[src/rtl/sobel_row_loader.sv]
`default_nettype none
// ============================================================================
//  Module   : sobel_row_loader
//  Purpose  : Serial-to-parallel row assembler for sobel_filter_scalable.
//             Pixels arrive on a valid/ready stream and are collected into a
//             fill buffer. Each completed row moves into a hold register that
//             drives arr_out, so row N+1 can fill while row N is presented.
//             A row cut short by pix_last is padded by repeating its final
//             pixel, and err_short_row pulses for one cycle.
//  Revision : 1.0  initial release
// ============================================================================
module sobel_row_loader #(
  parameter int SIZE  = 100,
  parameter int PIX_W = 8,
  parameter int CNT_W = 16
) (
  input  logic                        clk,
  input  logic                        rst,
  input  logic [PIX_W-1:0]            pix_in,
  input  logic                        pix_valid,
  input  logic                        pix_last,
  output logic                        pix_ready,
  output logic [SIZE-1:0][PIX_W-1:0]  arr_out,
  output logic                        row_valid,
  input  logic                        row_ack,
  output logic                        err_short_row,
  output logic [CNT_W-1:0]            row_count
);

  localparam int IDX_W = $clog2(SIZE);

  // ST_FULL holds a completed row in the fill buffer until the hold register frees up
  typedef enum logic [0:0] {
    ST_FILL = 1'b0,
    ST_FULL = 1'b1
  } state_t;

  state_t                      state_q, state_d;
  logic [IDX_W-1:0]            idx_q, idx_d;
  logic [SIZE-1:0][PIX_W-1:0]  fill_q, fill_d;
  logic [SIZE-1:0][PIX_W-1:0]  hold_q, hold_d;
  logic                        row_valid_q, row_valid_d;
  logic                        err_q, err_d;
  logic [CNT_W-1:0]            cnt_q, cnt_d;

  logic w_accept;
  logic w_at_end;
  logic w_complete;
  logic w_short;
  logic w_hold_free;

  // Handshake and row-boundary decode
  assign pix_ready   = (state_q == ST_FILL) & ~rst;
  assign w_accept    = pix_valid & pix_ready;
  assign w_at_end    = (idx_q == IDX_W'(SIZE - 1));
  assign w_complete  = w_accept & (w_at_end | pix_last);
  assign w_short     = w_accept & pix_last & ~w_at_end;
  assign w_hold_free = ~row_valid_q | row_ack;

  // Next-state logic: pixel capture, edge replication, and fill-to-hold handoff
  always_comb begin
    state_d     = state_q;
    idx_d       = idx_q;
    fill_d      = fill_q;
    hold_d      = hold_q;
    row_valid_d = row_valid_q;
    err_d       = 1'b0;
    cnt_d       = cnt_q;

    // An acked row is released unless a new one replaces it below
    if (row_valid_q && row_ack) begin
      row_valid_d = 1'b0;
    end

    case (state_q)
      ST_FILL: begin
        if (w_accept) begin
          // Write the current slot; on a short row also flood every later slot
          for (int j = 0; j < SIZE; j++) begin
            if ((idx_q == IDX_W'(j)) || (w_short && (idx_q < IDX_W'(j)))) begin
              fill_d[j] = pix_in;
            end
          end
          err_d = w_short;
          if (w_complete) begin
            if (w_hold_free) begin
              // Hand the just-finished row over with no extra cycle
              hold_d      = fill_d;
              row_valid_d = 1'b1;
              cnt_d       = cnt_q + CNT_W'(1);
              idx_d       = '0;
            end else begin
              state_d = ST_FULL;
            end
          end else begin
            idx_d = idx_q + IDX_W'(1);
          end
        end
      end
      ST_FULL: begin
        if (w_hold_free) begin
          hold_d      = fill_q;
          row_valid_d = 1'b1;
          cnt_d       = cnt_q + CNT_W'(1);
          idx_d       = '0;
          state_d     = ST_FILL;
        end
      end
      default: begin
        state_d = ST_FILL;
      end
    endcase
  end

  // State and output registers; reset discards any partial row
  always_ff @(posedge clk or posedge rst) begin
    if (rst) begin
      state_q     <= ST_FILL;
      idx_q       <= '0;
      fill_q      <= '0;
      hold_q      <= '0;
      row_valid_q <= 1'b0;
      err_q       <= 1'b0;
      cnt_q       <= '0;
    end else begin
      state_q     <= state_d;
      idx_q       <= idx_d;
      fill_q      <= fill_d;
      hold_q      <= hold_d;
      row_valid_q <= row_valid_d;
      err_q       <= err_d;
      cnt_q       <= cnt_d;
    end
  end

  assign arr_out       = hold_q;
  assign row_valid     = row_valid_q;
  assign err_short_row = err_q;
  assign row_count     = cnt_q;

endmodule
`default_nettype wire

[config.mk]
export PLATFORM = sky130hd
export DESIGN_NAME = sobel_row_loader
export DESIGN_NICKNAME = d
export VERILOG_FILES = /design/src/rtl/sobel_row_loader.sv
export SDC_FILE = /design/constraint.sdc
export NUM_CORES = 2
export LEC_CHECK = 0
export CAP_MARGIN = 25
export CORE_UTILIZATION = 52
export DETAILED_ROUTE_END_ITERATION = 8
export PLACE_DENSITY = 0.75
export SYNTH_ARGS = -nofsm -noshare
export SYNTH_HDL_FRONTEND = slang
export SYNTH_SLANG_ARGS = --single-unit
[constraint.sdc]
create_clock -name clk -period 63.8 [get_ports clk]
set_input_delay 9.57 -clock clk [delete_from_list [all_inputs] [get_ports clk]]
set_output_delay 9.57 -clock clk [all_outputs]
set_load 0.02 [all_outputs]
==> impl_summary.log <==
[metrics] result of the run: completed
[metrics] initial antenna violation count: 3
[metrics] basic-gate share of the synthesized area counting and, or, nand and nor cells: just under 9%
[metrics] class of the most critical hold timing path: register to register
[metrics] detailed-route DRC error count: 0
[metrics] FFs w/ async S/R, synth: 100.0%
[metrics] register area share after synthesis: 57.13%
[metrics] number of buffers inserted for hold repair after clock tree synthesis: 0
[metrics] adder-cell share of the synthesized area: 0.08784%
[metrics] met2 track demand over resource: 51.20%
[metrics] Max transition margin: 24.53%
[metrics] initial cell density of the core: a little over half
[metrics] CTS resizes: 0
[metrics] H-tree levels: 4
[metrics] num rows: between 100 and 150
[metrics] area of the mapped netlist: 0.07122 mm²
[metrics] synthesis-to-layout area growth: 21.00%
[metrics] Worst Hold Margin: around 0.48 ns
[metrics] Max Cap Violations: 0
[metrics] synthesized area per cell: roughly 12 µm²
[metrics] kind of launch point of the worst setup path: input pin
[metrics] kind of end point of the critical path: primary output
[metrics] hold violation count in the final report: 0
[metrics] GR met1 Demand/Resource: 42.62%
[metrics] dominant cell type by count on the critical path: sky130_fd_sc_hd__clkdlybuf4s50_1
[metrics] RePlAce Congestion: 0.8751
[metrics] via count of the first global-routing pass: around 51000
[metrics] register clock-pin slew on the reported worst setup and hold paths: approximately 0.060 ns
[metrics] slew of the pin with the lowest slew margin: 1.132 ns
[metrics] maximum single-stage delay on the critical path: roughly 0.74 ns
[metrics] die footprint: between 0.1 and 0.15 mm²
[metrics] global route hottest layer: met2
[metrics] worst setup path startpoint: rst
[metrics] total setup buffers inserted after CTS: 0
[metrics] share of cell area taken by muxes after synthesis: 19.75%
[metrics] routed vias/inst: ~6.1
[metrics] primary flip-flop cell chosen by synthesis mapping: sky130_fd_sc_hd__dfrtp_1
[metrics] total number of vias: 51977
[metrics] core region area: 0.1356 mm²
[metrics] number of I/O port buffers: 831
[metrics] area of all sequential standard cells: between 0.04 and 0.05 mm²
[metrics] routing usage on met3: 7.156%
[metrics] cell at the slowest stage of the critical path: sky130_fd_sc_hd__clkdlybuf4s50_1
[metrics] synthesis-stage register bit count: 1626
[metrics] Bufs on Longest Clock Path: 3
[metrics] period utilisation layout: 32.50%
[metrics] PwrDens: 39.60 mW/mm²
[metrics] origin of the worst min-delay path: arr_out[775]
[metrics] maximum ir drop on the vdd rail: 33.04 µV
[metrics] number of antenna-violating nets in the routed design: 0
[metrics] post-route core utilization: 63.53%
[metrics] cells along the critical path: clkdlybuf4s50_1, nor2_1, clkdlybuf4s50_1
[metrics] Critical path buffers and inverters: 2
[metrics] number of ports placed on the die boundary: 832
[metrics] top cell family by delay on the critical path: buffers and inverters
[metrics] required time of the worst setup path: between 50 and 60 ns
[metrics] fraction of synthesized cell area in xor and xnor cells: 0.2091%
[metrics] area used by multi-input combinational logic: 0.02838 mm²
[metrics] unrepaired setup endpoints after global routing: no
[metrics] post-placement cell area: 0.08052 mm²
[metrics] detailed-route wire length: about 230000 µm
[metrics] residual overflow from global routing: 0
[metrics] GRT Total Usage: about a third
[metrics] largest family of logic cells by synthesized area: multiplexers
[metrics] start-to-end type of the worst setup path: input pin to primary output
[metrics] TNS Setup: 0 ns
[metrics] P_leak: about 36 nW
[metrics] pins over their slew limit: 0
[metrics] TritonCTS buffer count: 164
[metrics] Die Span X: 372.1 µm
[metrics] synthesized-area fraction occupied by ao, oa, aoi and oai cells: 10.82%
[metrics] Iter 0 DRT Violations: 4932
[metrics] half-perimeter wire length of the detailed placement result: around 150000 µm
[metrics] Fill cells: 10408
[metrics] Finished Cell Area: 0.08617 mm²
[metrics] placed cell count: 8225
[metrics] arrival time at the worst endpoint: 11.16 ns
[metrics] CTS tree: yes
[metrics] warning count from the yosys run: 0
[metrics] crit path time final: slightly above 20 ns
[metrics] maximum net fanout on the critical path: 6
[metrics] largest net degree at the start of global routing: 230
[metrics] net count after synthesis: 6036
[metrics] number of enable-type register cells in the synthesized netlist: 0
[metrics] average wire length per cell after detail routing: approximately 27 µm
[metrics] sink count of the clock tree: 1626
[metrics] Cells after Synth: approximately 6000
[metrics] wire length of the first global-routing pass: 337000 µm
[metrics] fraction of final layout cells sized beyond drive strength 1: around 20%
[metrics] fin nets: 6639
[metrics] clock latency on the worst-skew pair: just over 0.8 ns
[metrics] count of distinct cell types in the synthesized netlist: 102
[metrics] beginning of the worst register-to-register path: idx_q[1]
[metrics] Highest Clock Rate: 0.04823 GHz
[metrics] final cell count without fillers: 8526
[metrics] Pre-Repair DR Iteration Count: 6
[metrics] final-report setup violation count: 0
[metrics] clock skew after layout: ~0.054 ns
[metrics] Vert. Die Dim: approximately 370 µm
[metrics] clock root cell: sky130_fd_sc_hd__clkbuf_16
-- layout by cell type, fill, tap and decap left out, drive strengths merged, types with 21 or more instances in the layout --
cell,Yosys,routed
mux2,801,801
clkdlybuf4s50,0,823
buf,184,117
nand3,274,274
clkinv,0,32
nor3,21,21
o21ai,531,531
o211ai,325,325
dfrtp,1626,1626
nor2,136,136
clkbuf,319,245
mux2i,504,504
a21oi,161,161
nand2,843,843
-- layer usage --
metal	wire, µm	up-vias
met4	14620	4
met5	25	-
met1	91770	26661
li1	-	22548
met2	106700	2179
met3	16620	585
-- sequential cells by signal, summed over array words and instances, names as in the netlist --
register / flops
arr_out: 800
fill_q: 800
row_count: 16
idx_q: 7
err_short_row: 1
row_valid: 1
state_q: 1
-- final timing paths --
path | end | slack [ns] | cells after the start
max | pix_ready | 43.07 | 3
min | arr_out[775] | 0.48 | 2
max reg2reg | arr_out[380] | 57.64 | 11
min reg2reg | arr_out[775] | 0.48 | 2
max in group asynchronous | arr_out[119] | 49.56 | 8
min in group asynchronous | fill_q[392] | 9.73 | 2
-- cells by family after synthesis --
group | Yosys count
compound gates | 1140
buf+inv | 510
flops | 1626
simple gates | 1415
mux | 1305
xor+xnor | 17
fa+ha+maj | 5
-- worst register-to-register path, stage by stage, from the launching register on --
cell and delay [ns]:
sky130_fd_sc_hd__dfrtp_2 0.98, sky130_fd_sc_hd__ha_1 0.62, sky130_fd_sc_hd__nor2b_2 0.23, sky130_fd_sc_hd__buf_4 0.29, sky130_fd_sc_hd__a211oi_2 0.18, sky130_fd_sc_hd__nor2_4 0.15, sky130_fd_sc_hd__buf_12 0.60, sky130_fd_sc_hd__buf_4 0.78
sky130_fd_sc_hd__buf_4 0.98, sky130_fd_sc_hd__buf_4 0.86, sky130_fd_sc_hd__o211ai_1 0.23, sky130_fd_sc_hd__o211ai_1 0.15
-- cell usage after synthesis (all sizes together) (4+ instances only) --
cell type  instances  area share (%)
dfrtp           1626              57
nand2            843             4.4
mux2             801              13
o21ai            531             3.8
mux2i            504             7.1
o211ai           325             3.5
clkbuf           319             1.7
nand3            274             1.9
buf              184             1.4
a21oi            161             1.7
nor2             136            0.81
nor3              21            0.19
a32oi             17            0.22
nor2b             15            0.13
or2               15            0.13
xnor2             15            0.18
a211oi            13            0.17
nand2b            13            0.11
nand4             13            0.11
o22ai             12            0.15
or3               12            0.11
and2              11           0.097
a31oi             10            0.15
and3               9           0.079
nor3b              8            0.11
a22oi              7           0.074
inv                7           0.037
a22o               6           0.074
a31o               6           0.074
nor4b              6            0.11
a2bb2oi            5           0.070
ha                 5           0.088
nand3b             5           0.053
o22a               5           0.061
o32a               5           0.070
or4                5           0.058
a21o               4           0.042
and3b              4           0.049
o21a               4           0.042
-- final cells by class --
class                      instances  area share (%)
multi-input combinational       3882           32.94
tap                             1781           2.586
clock buffer                     245           5.580
timing repair buffer             940           10.94
inverter                           7         0.03920
clock inverter                    44          0.6795
sequential                      1626           47.24
antenna                            1        0.002904
-- where the power goes --
part | switching, mW | total, mW | internal (mW)
clock network | 0.421 | 0.963 | 0.542
logic | 0.509 | 0.955 | 0.445
registers | 0.193 | 1.49 | 1.30
-- per-stage QoR --
stage	setup slack, ns	power, mW
floorplan	8.345	1.968
global placement	43.05	2.421
detailed placement	43.07	2.457
CTS	43.05	3.423
global route	43.06	3.554
finish	43.07	3.412
No activity file was read; power rests on OpenSTA's default activity.
